$ cat config.mk
export PLATFORM = sky130hd
export DESIGN_NAME = armleocpu_tlb
export DESIGN_NICKNAME = d
export VERILOG_FILES = /design/src/rtl/armleocpu_tlb_pkg.sv /design/src/rtl/armleocpu_tlb_victim_sel.sv /design/src/rtl/armleocpu_tlb.sv
export SDC_FILE = /design/constraint.sdc
export NUM_CORES = 1
export LEC_CHECK = 0
export ABC_AREA = 1
export CAP_MARGIN = 40
export CORE_MARGIN = 4
export CORE_UTILIZATION = 45
export DETAILED_ROUTE_END_ITERATION = 10
export RECOVER_POWER = 100
export SLEW_MARGIN = 20
export SYNTH_ARGS = -nofsm -noshare
export SYNTH_HDL_FRONTEND = slang
export SYNTH_SLANG_ARGS = --single-unit
$ cat constraint.sdc
create_clock -name clk -period 2.9 [get_ports clk]
set_input_delay 0.29 -clock clk [delete_from_list [all_inputs] [get_ports clk]]
set_output_delay 0.29 -clock clk [all_outputs]
set_load 0.01 [all_outputs]
$ cat src/rtl/armleocpu_tlb_pkg.sv
// Shared TLB types: state encodings, entry field widths and the cache entry layout.
// PTE metadata is carried opaquely; its bit meanings come from the existing page-metadata defines.
package armleocpu_tlb_pkg;

  localparam int VPN_W  = 20;
  localparam int PPN_W  = 22;
  localparam int META_W = 8;

  localparam logic [1:0] ST_IDLE_ENC     = 2'd0;
  localparam logic [1:0] ST_COMPARE_ENC  = 2'd1;
  localparam logic [1:0] ST_PTW_REQ_ENC  = 2'd2;
  localparam logic [1:0] ST_PTW_WAIT_ENC = 2'd3;

  typedef enum logic [1:0] {
    ST_IDLE     = ST_IDLE_ENC,
    ST_COMPARE  = ST_COMPARE_ENC,
    ST_PTW_REQ  = ST_PTW_REQ_ENC,
    ST_PTW_WAIT = ST_PTW_WAIT_ENC
  } state_t;

  typedef struct packed {
    logic              valid;
    logic [VPN_W-1:0]  vpn;
    logic [PPN_W-1:0]  ppn;
    logic [META_W-1:0] meta;
  } entry_t;

endpackage

$ cat src/rtl/armleocpu_tlb_victim_sel.sv
// Fill index selection: lowest-index invalid entry, else the round-robin pointer,
// which advances only when a fill lands on a full cache.
module armleocpu_tlb_victim_sel #(
  parameter int ENTRIES_W = 3
) (
  input  logic                          clk,
  input  logic                          rst_n,
  input  logic [(1<<ENTRIES_W)-1:0]     valid_vec,
  input  logic                          fill,
  output logic [ENTRIES_W-1:0]          fill_idx
);

  logic [ENTRIES_W-1:0] rr_q, rr_d;
  logic [ENTRIES_W-1:0] free_idx;
  logic                 any_free;

  // Descending scan so the lowest free index is the last one written.
  always_comb begin
    any_free = 1'b0;
    free_idx = '0;
    for (int i = (1<<ENTRIES_W) - 1; i >= 0; i--) begin
      if (!valid_vec[i]) begin
        any_free = 1'b1;
        free_idx = i[ENTRIES_W-1:0];
      end
    end
    rr_d = rr_q;
    if (fill && !any_free) begin
      rr_d = rr_q + 1'b1;
    end
    fill_idx = any_free ? free_idx : rr_q;
  end

  always_ff @(posedge clk or negedge rst_n) begin
    if (!rst_n) begin
      rr_q <= '0;
    end else begin
      rr_q <= rr_d;
    end
  end

endmodule

$ cat src/rtl/armleocpu_tlb.sv
// Fully-associative TLB in front of the PTW: hit responds in COMPARE, miss walks then fills.
// Optional hit/miss counters under ARMLEOCPU_TLB_STATS_EN; req_ready only in IDLE without invalidate.
module armleocpu_tlb
  import armleocpu_tlb_pkg::*;
#(
  parameter int ENTRIES_W = 3
) (
  input  logic              clk,
  input  logic              rst_n,
  input  logic              req_valid,
  output logic              req_ready,
  input  logic [VPN_W-1:0]  req_vpn,
  output logic              resp_valid,
  output logic [PPN_W-1:0]  resp_ppn,
  output logic [META_W-1:0] resp_metadata,
  output logic              resp_pagefault,
  output logic              resp_accessfault,
  output logic              resp_hit,
  input  logic              invalidate_all,
  output logic              ptw_resolve_request,
  output logic [VPN_W-1:0]  ptw_virtual_address,
  input  logic              ptw_resolve_done,
  input  logic              ptw_resolve_pagefault,
  input  logic              ptw_resolve_accessfault,
  input  logic [META_W-1:0] ptw_resolve_metadata,
  input  logic [PPN_W-1:0]  ptw_resolve_physical_address
`ifdef ARMLEOCPU_TLB_STATS_EN
  ,
  output logic [31:0]       stat_hits,
  output logic [31:0]       stat_misses
`endif
);

  localparam int N = 1 << ENTRIES_W;

  state_t               state_q, state_d;
  logic [VPN_W-1:0]     vpn_q, vpn_d;
  logic                 fill_kill_q, fill_kill_d;
  entry_t               entries_q [N];
  entry_t               entries_d [N];

  logic                 hit;
  logic [ENTRIES_W-1:0] hit_idx;
  logic                 fill;
  logic [ENTRIES_W-1:0] fill_idx;
  logic [N-1:0]         valid_vec;

  assign ptw_virtual_address = vpn_q;

  always_comb begin
    for (int i = 0; i < N; i++) begin
      valid_vec[i] = entries_q[i].valid;
    end
  end

  armleocpu_tlb_victim_sel #(
    .ENTRIES_W (ENTRIES_W)
  ) u_victim_sel (
    .clk       (clk),
    .rst_n     (rst_n),
    .valid_vec (valid_vec),
    .fill      (fill),
    .fill_idx  (fill_idx)
  );

  // Descending scan: lowest matching index wins.
  always_comb begin
    hit     = 1'b0;
    hit_idx = '0;
    for (int i = N - 1; i >= 0; i--) begin
      if (entries_q[i].valid && (entries_q[i].vpn == vpn_q)) begin
        hit     = 1'b1;
        hit_idx = i[ENTRIES_W-1:0];
      end
    end
  end

  always_comb begin
    state_d             = state_q;
    vpn_d               = vpn_q;
    fill_kill_d         = fill_kill_q;
    entries_d           = entries_q;
    fill                = 1'b0;
    req_ready           = 1'b0;
    resp_valid          = 1'b0;
    resp_ppn            = '0;
    resp_metadata       = '0;
    resp_pagefault      = 1'b0;
    resp_accessfault    = 1'b0;
    resp_hit            = 1'b0;
    ptw_resolve_request = 1'b0;

    case (state_q)
      ST_IDLE: begin
        req_ready = !invalidate_all;
        if (req_valid && !invalidate_all) begin
          vpn_d   = req_vpn;
          state_d = ST_COMPARE;
        end
      end
      ST_COMPARE: begin
        if (hit) begin
          resp_valid    = 1'b1;
          resp_hit      = 1'b1;
          resp_ppn      = entries_q[hit_idx].ppn;
          resp_metadata = entries_q[hit_idx].meta;
          state_d       = ST_IDLE;
        end else begin
          state_d = ST_PTW_REQ;
        end
      end
      ST_PTW_REQ: begin
        ptw_resolve_request = 1'b1;
        state_d             = ST_PTW_WAIT;
      end
      ST_PTW_WAIT: begin
        if (ptw_resolve_done) begin
          resp_valid       = 1'b1;
          resp_ppn         = ptw_resolve_physical_address;
          resp_metadata    = ptw_resolve_metadata;
          resp_pagefault   = ptw_resolve_pagefault;
          resp_accessfault = ptw_resolve_accessfault;
          state_d          = ST_IDLE;
          fill = !ptw_resolve_pagefault && !ptw_resolve_accessfault &&
                 !fill_kill_q && !invalidate_all;
        end
      end
      default: state_d = ST_IDLE;
    endcase

    if (fill) begin
      entries_d[fill_idx] = '{valid: 1'b1, vpn: vpn_q,
                              ppn: ptw_resolve_physical_address,
                              meta: ptw_resolve_metadata};
    end

    // Flush applies in every state; fills already squashed above.
    if (invalidate_all) begin
      for (int i = 0; i < N; i++) begin
        entries_d[i].valid = 1'b0;
      end
    end

    if (state_d == ST_IDLE) begin
      fill_kill_d = 1'b0;
    end else if (invalidate_all && (state_q != ST_IDLE)) begin
      fill_kill_d = 1'b1;
    end
  end

  always_ff @(posedge clk or negedge rst_n) begin
    if (!rst_n) begin
      state_q     <= ST_IDLE;
      vpn_q       <= '0;
      fill_kill_q <= 1'b0;
      for (int i = 0; i < N; i++) begin
        entries_q[i] <= '0;
      end
    end else begin
      state_q     <= state_d;
      vpn_q       <= vpn_d;
      fill_kill_q <= fill_kill_d;
      entries_q   <= entries_d;
    end
  end

`ifdef ARMLEOCPU_TLB_STATS_EN
  logic [31:0] stat_hits_q, stat_hits_d;
  logic [31:0] stat_misses_q, stat_misses_d;

  always_comb begin
    stat_hits_d   = stat_hits_q;
    stat_misses_d = stat_misses_q;
    if (state_q == ST_COMPARE) begin
      if (hit) begin
        stat_hits_d = stat_hits_q + 32'd1;
      end else begin
        stat_misses_d = stat_misses_q + 32'd1;
      end
    end
  end

  always_ff @(posedge clk or negedge rst_n) begin
    if (!rst_n) begin
      stat_hits_q   <= '0;
      stat_misses_q <= '0;
    end else begin
      stat_hits_q   <= stat_hits_d;
      stat_misses_q <= stat_misses_d;
    end
  end

  assign stat_hits   = stat_hits_q;
  assign stat_misses = stat_misses_q;
`endif

endmodule
==> metrics.log, run 1 <==
INFO  metric number_of_antenna_violations_at_the_first_check_in_global_routing = 0
INFO  metric yosysWarningCount = 0
INFO  metric asyncSetResetFlopFracSynth = 1.00
INFO  metric placed_cell_area = 24,600 sq um
INFO  metric r2r_cells = 10
INFO  metric dp.cells = 3,476
INFO  metric drt_pass1_iterations = 6
INFO  metric routabilityCongestion = 0.862
INFO  metric maxCapViolCount = 1
INFO  metric grt_max_degree = 86
INFO  metric synth.area.top_cells = dfrtp_1 (51%), nand2_1 (13%), o21ai_0 (10%), nand3_1 (7.6%), inv_1 (5.2%)
INFO  metric final_cell_count_no_fill = 3,658
INFO  metric cts_htree_levels = 2
INFO  metric vdd_ir_drop_max = 0.490 mV
INFO  metric io_buffer_count = 112
INFO  metric worst-r2r-setup-slack = -0.04 ns
INFO  metric timing.setup.critical_path_class = reg2out
INFO  metric worstReg2RegEnd = entries_q[106]
INFO  metric gr-usage-all-layers = 0.261
INFO  metric clock_sink_count = 434
INFO  metric final_cycle_utilization_of_the_critical_path = 1.28
INFO  metric cts_tree = built
INFO  metric floorplan.initialDensity = 0.456
INFO  metric clkTransAtPathRegs = 0.06 ns
INFO  metric critical_path.startpoint = ptw_virtual_address[16]
INFO  metric syn-cell-area = 21,300 sq um
INFO  metric sequential_area_share_after_synthesis = 0.511
INFO  metric root_buffer = clkbuf_16
INFO  metric synth_fp_nets = 2,795
INFO  metric postSynthCellCount = 2,737
INFO  metric achievable-frequency = 270 MHz
INFO  metric routed_wire_per_std_cell = 18.5 um
INFO  metric power.density_cell_area = 659 nW/um^2
INFO  metric critical_path.endpoint_type = output pin
INFO  metric r2r-start = state_q[0]
INFO  metric ys_seq_elements = 434
INFO  metric io_pins = 113
INFO  metric drc = 0
INFO  metric setup_violations = 65
INFO  metric report.final.hold_viol_count = 0
INFO  metric place_ws = -0.700 ns
INFO  metric synth_top_flop_cell = dfrtp_1
INFO  metric layout_common_cells = nand2_1 (675), dfrtp_1 (428), o21ai_0 (423)
INFO  metric total_wire_length_after_detailed_routing = 67,700 um
INFO  metric worstPathArrival = 3.42 ns
INFO  metric fp-row-count = 79
INFO  metric grt_setup_unrepaired = true
INFO  metric post_route_cells_drive_above_1_share = 0.226
INFO  metric cts_buffers = 49
INFO  metric final_common_cell = nand2_1
INFO  metric synthToLayoutAreaGrowth = 35.6%
INFO  metric worstSetupStartpointType = flip-flop
INFO  metric leakagePower = 13.2 nW
INFO  metric overall_overflow_remaining_after_global_route = 0
INFO  metric worstPathMaxFanout = 7
INFO  metric fp.dieArea = 50,800 sq um
INFO  metric grt_pass1_vias = 19.5k
INFO  metric design.core.area = 46,700 sq um
INFO  metric insertion_delay = 0.61 ns
INFO  metric clk_path_buf_depth = 3
INFO  metric viasPerCell = 5.41
INFO  metric grt_pass1_wl = 106,000 um
INFO  metric routed-via-count = 19.8k
INFO  metric worst_margin_slew = 1.56 ns
INFO  metric failed_checks = capacitance limit, slew limit, setup timing
INFO  metric post-route-worst-setup-slack = -0.808 ns
INFO  metric nNetsFinal = 3,069
INFO  metric synth_edf_count = 0
INFO  metric synthesis.area_per_instance = 7.77 sq um
INFO  metric ant_nets = 0
INFO  metric drtIter0Drc = 1,893
INFO  metric antenna-diode-count = 0
INFO  metric post-dp-hpwl = 40,300 um
INFO  metric die_x = 225 um
INFO  metric critical_path_required = 2.61 ns
INFO  metric max_slew_violation_count = 60
INFO  metric die_height = 225 um
INFO  metric run_status = finished, violations left
INFO  metric skew = 0.0343 ns
INFO  metric setup.worst_path.end = resp_metadata[0]
INFO  metric final_period_minus_worst_setup_slack = 3.71 ns
INFO  metric postLayoutCellArea = 28,800 sq um
INFO  metric synth_area_leader_cell = dfrtp_1
INFO  metric worst_hold_path_type = in2reg
INFO  metric final.fill_count = 3,965
INFO  metric synth_top_cell_area_share = 0.511
INFO  metric ys_types = 39
INFO  metric worst_slew_margin_rel = -0.0399
## worst min-delay path by stage
stage	start	slack, ns	endpoint	cells after the start
after CTS	req_vpn[5]	0.23	ptw_virtual_address[5]	3
after global placement	rst_n	0.28	entries_q[365]	1
final	req_vpn[8]	0.26	ptw_virtual_address[8]	3
after detailed placement	rst_n	0.28	entries_q[365]	1
after floorplan	rst_n	-0.006	entries_q[0]	0
after global routing	req_vpn[6]	0.26	ptw_virtual_address[6]	3
## per-stage QoR
stage | hold slack, ns | setup TNS (ns) | util | total power (W)
after floorplan | -0.00559 | 0 | - | 0.00919
after global placement | 0.282 | -18.15 | 0.528 | 0.0120
after detailed placement | 0.281 | -19.73 | 0.528 | 0.0120
after CTS | 0.227 | -22.04 | 0.599 | 0.0189
after global routing | 0.261 | -88.81 | 0.618 | 0.0199
final | 0.259 | -23.48 | 0.618 | 0.0190
## timing repair
action,in CTS,in global routing
resized for setup,339,162
cloned,18,8
hold buffers,1,0
pin swaps,73,87
endpoints found under the setup margin,32,153
setup buffers,56,11
endpoints found under the hold margin,52,0
## layout make-up
type	count	area [sq um]	share of cell area
clock buffer	67	1370	0.0476
sequential	434	10900	0.377
clock inverter	24	288	0.00998
tap	607	759	0.0263
inverter	316	1220	0.0422
timing repair inverter	1	7.51	0.000260
multi-input combinational	1795	9650	0.335
timing repair buffer	414	4680	0.162
## registers in the layout, indices dropped and copies added, names as in the netlist
name / flops
ptw_virtual_address: 20
state_q: 2
entries_q: 408
fill_kill_q: 1
u_victim_sel.rr_q: 3
## kinds of logic after synthesis
family                   synth area share
AND/OR/NAND/NOR                     0.245
AO/OA/AOI/OAI                       0.126
buffers and inverters              0.0959
flip-flops                          0.511
XOR/XNOR                           0.0222
adder cells (fa/ha/maj)          0.000588
## per-layer routing
metal  up-vias  part of all wire  track usage
met2       646              0.47        0.416
met5         -                 0            0
met3       133             0.060       0.0460
li1       9338                 -            -
met4         0             0.030       0.0901
met1      9686              0.44        0.364
## where the power goes
group | switching [W] | leakage, nW | total (W) | internal, W
Clock | 0.00263 | 0.806 | 0.00641 | 0.00378
Combinational | 0.00303 | 6.49 | 0.00568 | 0.00264
Sequential | 0.000412 | 5.94 | 0.00694 | 0.00653
## worst max-delay path, cell delays in order (launching register included)
cell      delay [ns]
dfrtp_1         0.48
buf_4           0.19
xnor2_1         0.21
nand3_1         0.11
nor2_1          0.12
nand4_1         0.22
buf_4           0.23
nand2_2         0.06
nand2_2         0.07
nand2_4         0.10
nand2_8         0.09
buf_12          0.16
buf_12          0.14
buf_6           0.12
nand3b_1        0.09
nand3_2         0.07
nand3_2         0.08
nand3_2         0.09
nand2_1         0.07
buf_2           0.13
## Yosys cell counts, types with 2 or more instances
library cell  instances
a211oi_1              4
a21oi_1              27
a221oi_1              2
buf_1                 4
buf_2                77
buf_4                 4
buf_6                 3
clkbuf_1            104
dfrtp_1             434
inv_1               297
inv_2                19
nand2_1             745
nand2_2               3
nand3_1             325
nand3b_1             31
nand4_1               8
nor2_1               89
nor3_1                6
nor4_1                5
o2111ai_1             2
o211ai_1              4
o21ai_0             431
o21ai_1              20
o21ai_2               2
o221ai_1              3
o22ai_1              20
or2_0                 3
or2_2                 2
xnor2_1              39
xor2_1               15
Note: power is estimated with default switching activity, not from simulation.
==> inputs of run 2 (changes only) <==
--- a/config.mk
+++ b/config.mk
@@ -8,7 +8,9 @@
 export ABC_AREA = 1
 export CAP_MARGIN = 40
+export CORE_ASPECT_RATIO = 0.8
 export CORE_MARGIN = 4
 export CORE_UTILIZATION = 45
 export DETAILED_ROUTE_END_ITERATION = 10
+export PLACE_DENSITY = 0.74
 export RECOVER_POWER = 100
 export SLEW_MARGIN = 20
==> constraint.sdc (replaced) <==
create_clock -name clk -period 2.9 [get_ports clk]
set_input_delay 0.725 -clock clk [delete_from_list [all_inputs] [get_ports clk]]
set_output_delay 0.725 -clock clk [all_outputs]
set_load 0.01 [all_outputs]
==> run 2 against run 1 <==
  * Fmax fell by 11%
  * Power fell by 4.6%
  * Combinational power fell by 6.0%
  * Critical path type unchanged
  * Hold slack improved by 0.22 ns
  * The flow still finishes with violations (capacitance limit, slew limit, setup timing)
  * Clock skew fell by 0.0041 ns
  * Global-route usage rose by 0.41 points
==> metrics.log, run 2 (synthesized netlist as in run 1, its figures left out) <==
INFO  metric run_status = finished, violations left (unchanged)
INFO  metric failed_checks = capacitance limit, slew limit, setup timing (unchanged)
INFO  metric grt_pass1_wl = 109,000 um (was 106,000 um)
INFO  metric worstSetupStartpointType = flip-flop (unchanged)
INFO  metric viasPerCell = 5.64 (was 5.41)
INFO  metric cts_buffers = 45 (was 49)
INFO  metric achievable-frequency = 241 MHz (was 270 MHz)
INFO  metric cell_family_with_the_largest_share_of_critical_path_delay = simple AND/OR/NAND/NOR gates (unchanged)
INFO  metric overall_overflow_remaining_after_global_route = 0 (unchanged)
INFO  metric number_of_antenna_violations_at_the_first_check_in_global_routing = 1 (was 0)
INFO  metric crit_path_frequent_cell = nand2_2 (was nand3_2)
INFO  metric report.final.hold_viol_count = 0 (unchanged)
INFO  metric cts_hold_buffers = 0 (was 1)
INFO  metric max_slew_violation_count = 55 (was 60)
INFO  metric grt_setup_unrepaired = true (unchanged)
INFO  metric drc = 0 (unchanged)
INFO  metric layout_common_cells = nand2_1 (708), o21ai_0 (429), dfrtp_1 (427) (was nand2_1 (675), dfrtp_1 (428), o21ai_0 (423))
INFO  metric synthToLayoutAreaGrowth = 30.7% (was 35.6%)
INFO  metric total_wire_length_after_detailed_routing = 70,600 um (was 67,700 um)
INFO  metric post-dp-hpwl = 40,800 um (was 40,300 um)
INFO  metric worstPathArrival = 3.43 ns (was 3.42 ns)
INFO  metric sequentialPowerShare = 0.382 (was 0.365)
INFO  metric insertion_delay = 0.59 ns (was 0.61 ns)
INFO  metric flip_flop_count_of_the_largest_register_after_layout = 408 (unchanged)
INFO  metric final_core_utilization = 0.601 (was 0.618)
INFO  metric skew = 0.0302 ns (was 0.0343 ns)
INFO  metric worst_hold_path_type = reg2reg (was in2reg)
INFO  metric crit_chain = buf_12 > buf_6 > nand2_2 > nand2_2 > nor2_2 > nand2_1 > nor2_2 > nand2_2 > nor2_1 > nand2_1 > nand2_1 > nand2_2 > nand2_2 > nand2_4 > nand2_8 > buf_12 > buf_12 > buf_12 > nand3_1 > nand3_1 > nand3_1 > nand3_2 > nand2_1 > buf_2 (was buf_4 > xnor2_1 > nand3_1 > nor2_1 > nand4_1 > buf_4 > nand2_2 > nand2_2 > nand2_4 > nand2_8 > buf_12 > buf_12 > buf_6 > nand3b_1 > nand3_2 > nand3_2 > nand3_2 > nand2_1 > buf_2)
INFO  metric nNetsFinal = 3,040 (was 3,069)
INFO  metric seq_area = 10,900 sq um (about the same)
INFO  metric multi_input_area = 9240 sq um (was 9650 sq um)
INFO  metric critical_path.endpoint_type = output pin (unchanged)
INFO  metric cts_tree = built (unchanged)
INFO  metric clock_sink_count = 434 (unchanged)
INFO  metric dp.cells = 3,481 (was 3,476)
INFO  metric fp.dieArea = 50,800 sq um (about the same)
INFO  metric share_clk_of_total_power = 0.323 (was 0.337)
INFO  metric die_x = 251 um (was 225 um)
INFO  metric critical-path-slowest-cell = dfrtp_2 (was dfrtp_1)
INFO  metric floorplan.initialDensity = 0.460 (was 0.456)
INFO  metric vdd_ir_drop_max = 0.390 mV (was 0.490 mV)
INFO  metric drtIter0Drc = 2,435 (was 1,893)
INFO  metric drt_pass1_iterations = 6 (unchanged)
INFO  metric routed-via-count = 20.5k (was 19.8k)
INFO  metric final_cell_count_no_fill = 3,627 (was 3,658)
INFO  metric timing.setup.critical_path_class = reg2out (unchanged)
INFO  metric worstPathMaxFanout = 8 (was 7)
INFO  metric fp-row-count = 70 (was 79)
INFO  metric final_common_cell = nand2_1 (unchanged)
INFO  metric largest-register = entries_q (unchanged)
INFO  metric root_buffer = clkbuf_16 (unchanged)
INFO  metric setup_violations = 47 (was 65)
INFO  metric part_of_the_power_in_combinational_logic = 0.294 (was 0.298)
INFO  metric critical_path.max_stage_delay = 0.45 ns (was 0.48 ns)
INFO  metric critical_path.n_buffers_inverters = 6 (unchanged)
INFO  metric p_int = 0.0123 W (was 0.0129 W)
INFO  metric routabilityCongestion = 0.898 (was 0.862)
INFO  metric post-route-worst-setup-slack = -1.25 ns (was -0.808 ns)
INFO  metric critical_path_required = 2.17 ns (was 2.61 ns)
INFO  metric cts_htree_levels = 2 (unchanged)
INFO  metric antenna-diode-count = 0 (unchanged)
INFO  metric leakagePower = 12.9 nW (was 13.2 nW)
INFO  metric worst_margin_slew = 1.60 ns (was 1.56 ns)
INFO  metric power.density_cell_area = 653 nW/um^2 (was 659 nW/um^2)
INFO  metric sw_frac_of_total = 0.324 (was 0.319)
INFO  metric grt_max_degree = 72 (was 86)
INFO  metric io_pins = 113 (unchanged)
INFO  metric holdWs = 0.478 ns (was 0.259 ns)
INFO  metric post_route_cells_drive_above_1_share = 0.188 (was 0.226)
INFO  metric gr-usage-all-layers = 0.266 (was 0.261)
INFO  metric grt_pass1_vias = 19.9k (was 19.5k)
INFO  metric clkTransAtPathRegs = 0.06 ns (about the same)
INFO  metric final_cycle_utilization_of_the_critical_path = 1.43 (was 1.28)
INFO  metric final.fill_count = 3,740 (was 3,965)
INFO  metric io_buffer_count = 112 (unchanged)
INFO  metric total_switching_power = 0.00588 W (was 0.00607 W)
INFO  metric final_period_minus_worst_setup_slack = 4.15 ns (was 3.71 ns)
INFO  metric worst_slew_margin_rel = -0.0686 (was -0.0399)
INFO  metric design.core.area = 46,200 sq um (was 46,700 sq um)
INFO  metric die_height = 202 um (was 225 um)
INFO  metric routed_wire_per_std_cell = 19.5 um (was 18.5 um)
INFO  metric clk_path_buf_depth = 3 (unchanged)
INFO  metric maxCapViolCount = 1 (unchanged)
INFO  metric ant_nets = 0 (unchanged)
-- run 2: stage by stage --
step / power (W) / setup WS [ns] / setup TNS, ns / instance area [sq um]
floorplan: 0.00919 / 0.00549 / 0 / 21300
global placement: 0.0117 / -1.12 / -75.28 / 24600
detailed placement: 0.0118 / -1.12 / -81.42 / 24600
CTS: 0.0179 / -1.25 / -37.64 / 27200
global route: 0.0189 / -1.36 / -131.00 / 27800
finish: 0.0181 / -1.25 / -37.68 / 27800
-- run 2: worst register-to-register path, cell delays in order, from the launching register on --
cell and delay, ns:
dfrtp_1 0.38, inv_1 0.08, nor3_1 0.38, inv_1 0.18, clkbuf_4 0.17, nor4_1 0.51
nand2_1 0.17, nor2_1 0.14, buf_4 0.14, nand2_4 0.07, buf_12 0.18, o21ai_0 0.39
-- run 2: power by group through the flow --
stage          Sequential, W  Clock [W]  Combinational, W
6_report             0.00694    0.00587           0.00534
5_1_grt              0.00699    0.00618           0.00573
4_1_cts              0.00692    0.00589           0.00506
3_5_place_dp         0.00701          0           0.00479
3_3_place_gp         0.00698          0           0.00471
2_1_floorplan        0.00698          0           0.00221
-- run 2: repair_timing --
item,4_1_cts,5_1_grt
setup endpoints to repair,34,32
gates resized for setup,218,171
setup buffers,31,16
cloned,18,8
pin swaps,39,92
-- run 2: worst paths after layout --
path,depth (start not counted),endpoint,start,slack [ns]
min in group asynchronous,1,ptw_virtual_address[3],rst_n,0.55
max,24,resp_ppn[3],ptw_virtual_address[11],-1.25
max in group asynchronous,2,entries_q[25],rst_n,0.47
min,2,entries_q[232],entries_q[232],0.48
min reg2reg,2,entries_q[232],entries_q[232],0.48
max reg2reg,11,entries_q[219],state_q[0],-0.02
-- run 2: cell type report --
| type | instances | share of cell area |
|---|---|---|
| timing repair buffer | 390 | 0.152 |
| sequential | 434 | 0.391 |
| inverter | 316 | 0.0439 |
| clock buffer | 70 | 0.0490 |
| multi-input combinational | 1795 | 0.332 |
| clock inverter | 10 | 0.00401 |
| tap | 612 | 0.0275 |
-- run 2: routing by layer --
layer | GRT usage | up-vias | wire, um | part of all wire
li1 | - | 9259 | - | -
met1 | 0.368 | 9800 | 28700 | 0.41
met2 | 0.409 | 1169 | 31900 | 0.45
met3 | 0.0605 | 220 | 7460 | 0.11
met4 | 0.104 | 2 | 2540 | 0.036
met5 | 0 | - | 17 | 0.00024
==> inputs of run 3 (changes only) <==
Settings changed: CORE_UTILIZATION 45 to 26, GPL_TIMING_DRIVEN set to 0, PLACE_DENSITY 0.74 to 0.52, SKIP_LAST_GASP set to 1.
==> run 3 against run 2 <==
  * The flow finishes with violations (setup timing)
  * Die area rose by 70%
  * Sequential cell count did not move
  * Utilization fell by 26 points
  * Worst setup slack got worse by 0.20 ns
  * Cell count rose by 12%
  * Power rose by 2.3%
  * Hold slack got worse by 0.040 ns
  * Sequential share of layout area rose by 0.82 points
  * Critical endpoint is now resp_ppn[16]
  * Largest power group unchanged
==> metrics.log, run 3 (synthesized netlist as in run 1, its figures left out) <==
INFO  metric max_slew_violation_count = 0 (was 55)
INFO  metric drtIter0Drc = 2,325 (was 2,435)
INFO  metric leakagePower = 12.3 nW (was 12.9 nW)
INFO  metric design.core.area = 80,800 sq um (was 46,200 sq um)
INFO  metric final_common_cell = nand2_1 (unchanged)
INFO  metric drt_pass1_iterations = 5 (was 6)
INFO  metric viasPerCell = 4.89 (was 5.64)
INFO  metric vdd_ir_drop_max = 0.400 mV (was 0.390 mV)
INFO  metric final.fill_count = 8,613 (was 3,740)
INFO  metric floorplan.initialDensity = 0.263 (was 0.460)
INFO  metric cts_htree_levels = 2 (unchanged)
INFO  metric die_height = 264 um (was 202 um)
INFO  metric clock_sink_count = 434 (unchanged)
INFO  metric ant_nets = 0 (unchanged)
INFO  metric grt_setup_unrepaired = true (unchanged)
INFO  metric number_of_antenna_violations_at_the_first_check_in_global_routing = 1 (unchanged)
INFO  metric report.final.hold_viol_count = 0 (unchanged)
INFO  metric io_pins = 113 (unchanged)
INFO  metric post-dp-hpwl = 57,400 um (was 40,800 um)
INFO  metric final_cell_count_no_fill = 4,075 (was 3,627)
INFO  metric die_x = 328 um (was 251 um)
INFO  metric worst_hold_path_type = in2async (was reg2reg)
INFO  metric gr-usage-all-layers = 0.192 (was 0.266)
INFO  metric layout_common_cells = nand2_1 (733), o21ai_0 (429), dfrtp_1 (426) (was nand2_1 (708), o21ai_0 (429), dfrtp_1 (427))
INFO  metric synthToLayoutAreaGrowth = 28.0% (was 30.7%)
INFO  metric worst_margin_slew = 1.41 ns (was 1.60 ns)
INFO  metric cts_hold_buffers = 0 (unchanged)
INFO  metric worstPathMaxFanout = 10 (was 8)
INFO  metric post_route_cells_drive_above_1_share = 0.146 (was 0.188)
INFO  metric routabilityCongestion = 0.917 (was 0.898)
INFO  metric setup_total_negative_slack = -182.91 ns (was -37.68 ns)
INFO  metric worst_slew_margin_rel = 0.0601 (was -0.0686)
INFO  metric failed_checks = setup timing (was capacitance limit, slew limit, setup timing)
INFO  metric power.density_cell_area = 682 nW/um^2 (was 653 nW/um^2)
INFO  metric nNetsFinal = 3,003 (was 3,040)
INFO  metric io_buffer_count = 112 (unchanged)
INFO  metric flip_flop_count_of_the_largest_register_after_layout = 408 (unchanged)
INFO  metric routed_wire_per_std_cell = 20.8 um (was 19.5 um)
INFO  metric grt_pass1_wl = 126,000 um (was 109,000 um)
INFO  metric worstPathArrival = 3.63 ns (was 3.43 ns)
INFO  metric dp.cells = 3,949 (was 3,481)
INFO  metric critical_path.endpoint_type = output pin (unchanged)
INFO  metric p_total = 0.0186 W (was 0.0181 W)
INFO  metric drc = 0 (unchanged)
INFO  metric cts_tree = built (unchanged)
INFO  metric skew = 0.0519 ns (was 0.0302 ns)
INFO  metric fp-row-count = 93 (was 70)
INFO  metric post-route-worst-setup-slack = -1.45 ns (was -1.25 ns)
INFO  metric setup_violations = 441 (was 47)
INFO  metric critical_path_required = 2.17 ns (about the same)
INFO  metric worstSetupStartpointType = flip-flop (unchanged)
INFO  metric timing.setup.critical_path_class = reg2out (unchanged)
INFO  metric grt_max_degree = 96 (was 72)
INFO  metric cts_buffers = 51 (was 45)
INFO  metric grt_pass1_vias = 19.0k (was 19.9k)
INFO  metric total_wire_length_after_detailed_routing = 84,800 um (was 70,600 um)
INFO  metric clk_path_buf_depth = 3 (unchanged)
INFO  metric clkTransAtPathRegs = 0.06 ns (about the same)
INFO  metric overall_overflow_remaining_after_global_route = 0 (unchanged)
INFO  metric insertion_delay = 0.62 ns (was 0.59 ns)
INFO  metric holdWs = 0.439 ns (was 0.478 ns)
INFO  metric run_status = finished, violations left (unchanged)
INFO  metric maxCapViolCount = 0 (was 1)
INFO  metric routed-via-count = 19.9k (was 20.5k)
INFO  metric fp.dieArea = 86,500 sq um (was 50,800 sq um)
INFO  metric root_buffer = clkbuf_16 (unchanged)
INFO  metric largest-register = entries_q (unchanged)
INFO  metric final_period_minus_worst_setup_slack = 4.35 ns (was 4.15 ns)
INFO  metric final_cycle_utilization_of_the_critical_path = 1.50 (was 1.43)
INFO  metric place_ws = -2.13 ns (was -1.12 ns)
INFO  metric achievable-frequency = 230 MHz (was 241 MHz)
==> run 3: final cells by class <==
type / instances / area (sq um) / share of cell area
inverters: 316 / 1220 / 0.0447
clock inverters: 19 / 253 / 0.00928
clock buffers: 71 / 1480 / 0.0544
well taps: 1092 / 1370 / 0.0502
diodes: 1 / 2.50 / 0.0000919
plain buffers: 192 / 1600 / 0.0586
multi-input cells: 1795 / 8840 / 0.325
flip-flops and latches: 434 / 10900 / 0.399
repair buffers: 155 / 1610 / 0.0589
==> run 3: routing by layer <==
metal / share of wire / routed length, um / track usage
met1: 0.46 / 38600 / 0.279
met2: 0.43 / 36300 / 0.285
met3: 0.087 / 7380 / 0.0428
met4: 0.030 / 2520 / 0.0603
met5: 0 / 0 / 0
==> run 3: worst paths after layout <==
| path | slack, ns | startpoint | cells past startpoint | endpoint |
|---|---|---|---|---|
| setup / recovery | -1.45 | ptw_virtual_address[2] | 16 | resp_ppn[16] |
| hold / removal | 0.44 | rst_n | 1 | entries_q[265] |
| setup reg to reg | -0.27 | state_q[0] | 12 | entries_q[8] |
| hold reg to reg | 0.47 | entries_q[209] | 2 | entries_q[209] |
| max in group asynchronous | 0.06 | rst_n | 4 | ptw_virtual_address[4] |
| min in group clk | 0.47 | entries_q[209] | 2 | entries_q[209] |
==> run 3: critical path, cell delays in order, from the launching register on <==
cell and delay [ns]:
dfrtp_2 0.45, buf_12 0.15, xnor2_4 0.27, nand4_1 0.22
nor4_4 0.37, nand3_2 0.21, nand2_2 0.14, nand2_4 0.10
nand2_8 0.11, buf_16 0.17, buf_12 0.16, nand2_1 0.06
nand3_1 0.11, nand3_2 0.13, nand3_2 0.11, nand2_1 0.05
clkdlybuf4s15_1 0.22
==> run 3: where the power goes <==
part | internal (W) | switching [W] | leakage (nW) | total, W
Clock | 0.00400 | 0.00273 | 0.864 | 0.00673
Sequential | 0.00653 | 0.000433 | 5.94 | 0.00696
Combinational | 0.00177 | 0.00310 | 5.45 | 0.00488
Total | 0.0123 | 0.00627 | 12.3 | 0.0186
==> run 3: timing repair <==
action / in CTS / in global routing
gates resized for setup: 391 / 132
endpoints found under the setup margin: 423 / 361
gates cloned: 5 / 2
pin swaps: 26 / 9
hold endpoints to repair: 0 / 0
buffers inserted: 22 / 7
==> run 3: per-stage QoR <==
stage	util	instance area (sq um)
floorplan	-	21300
global placement	0.294	23800
detailed placement	0.296	23900
CTS	0.335	27100
global route	0.337	27200
finish	0.337	27200
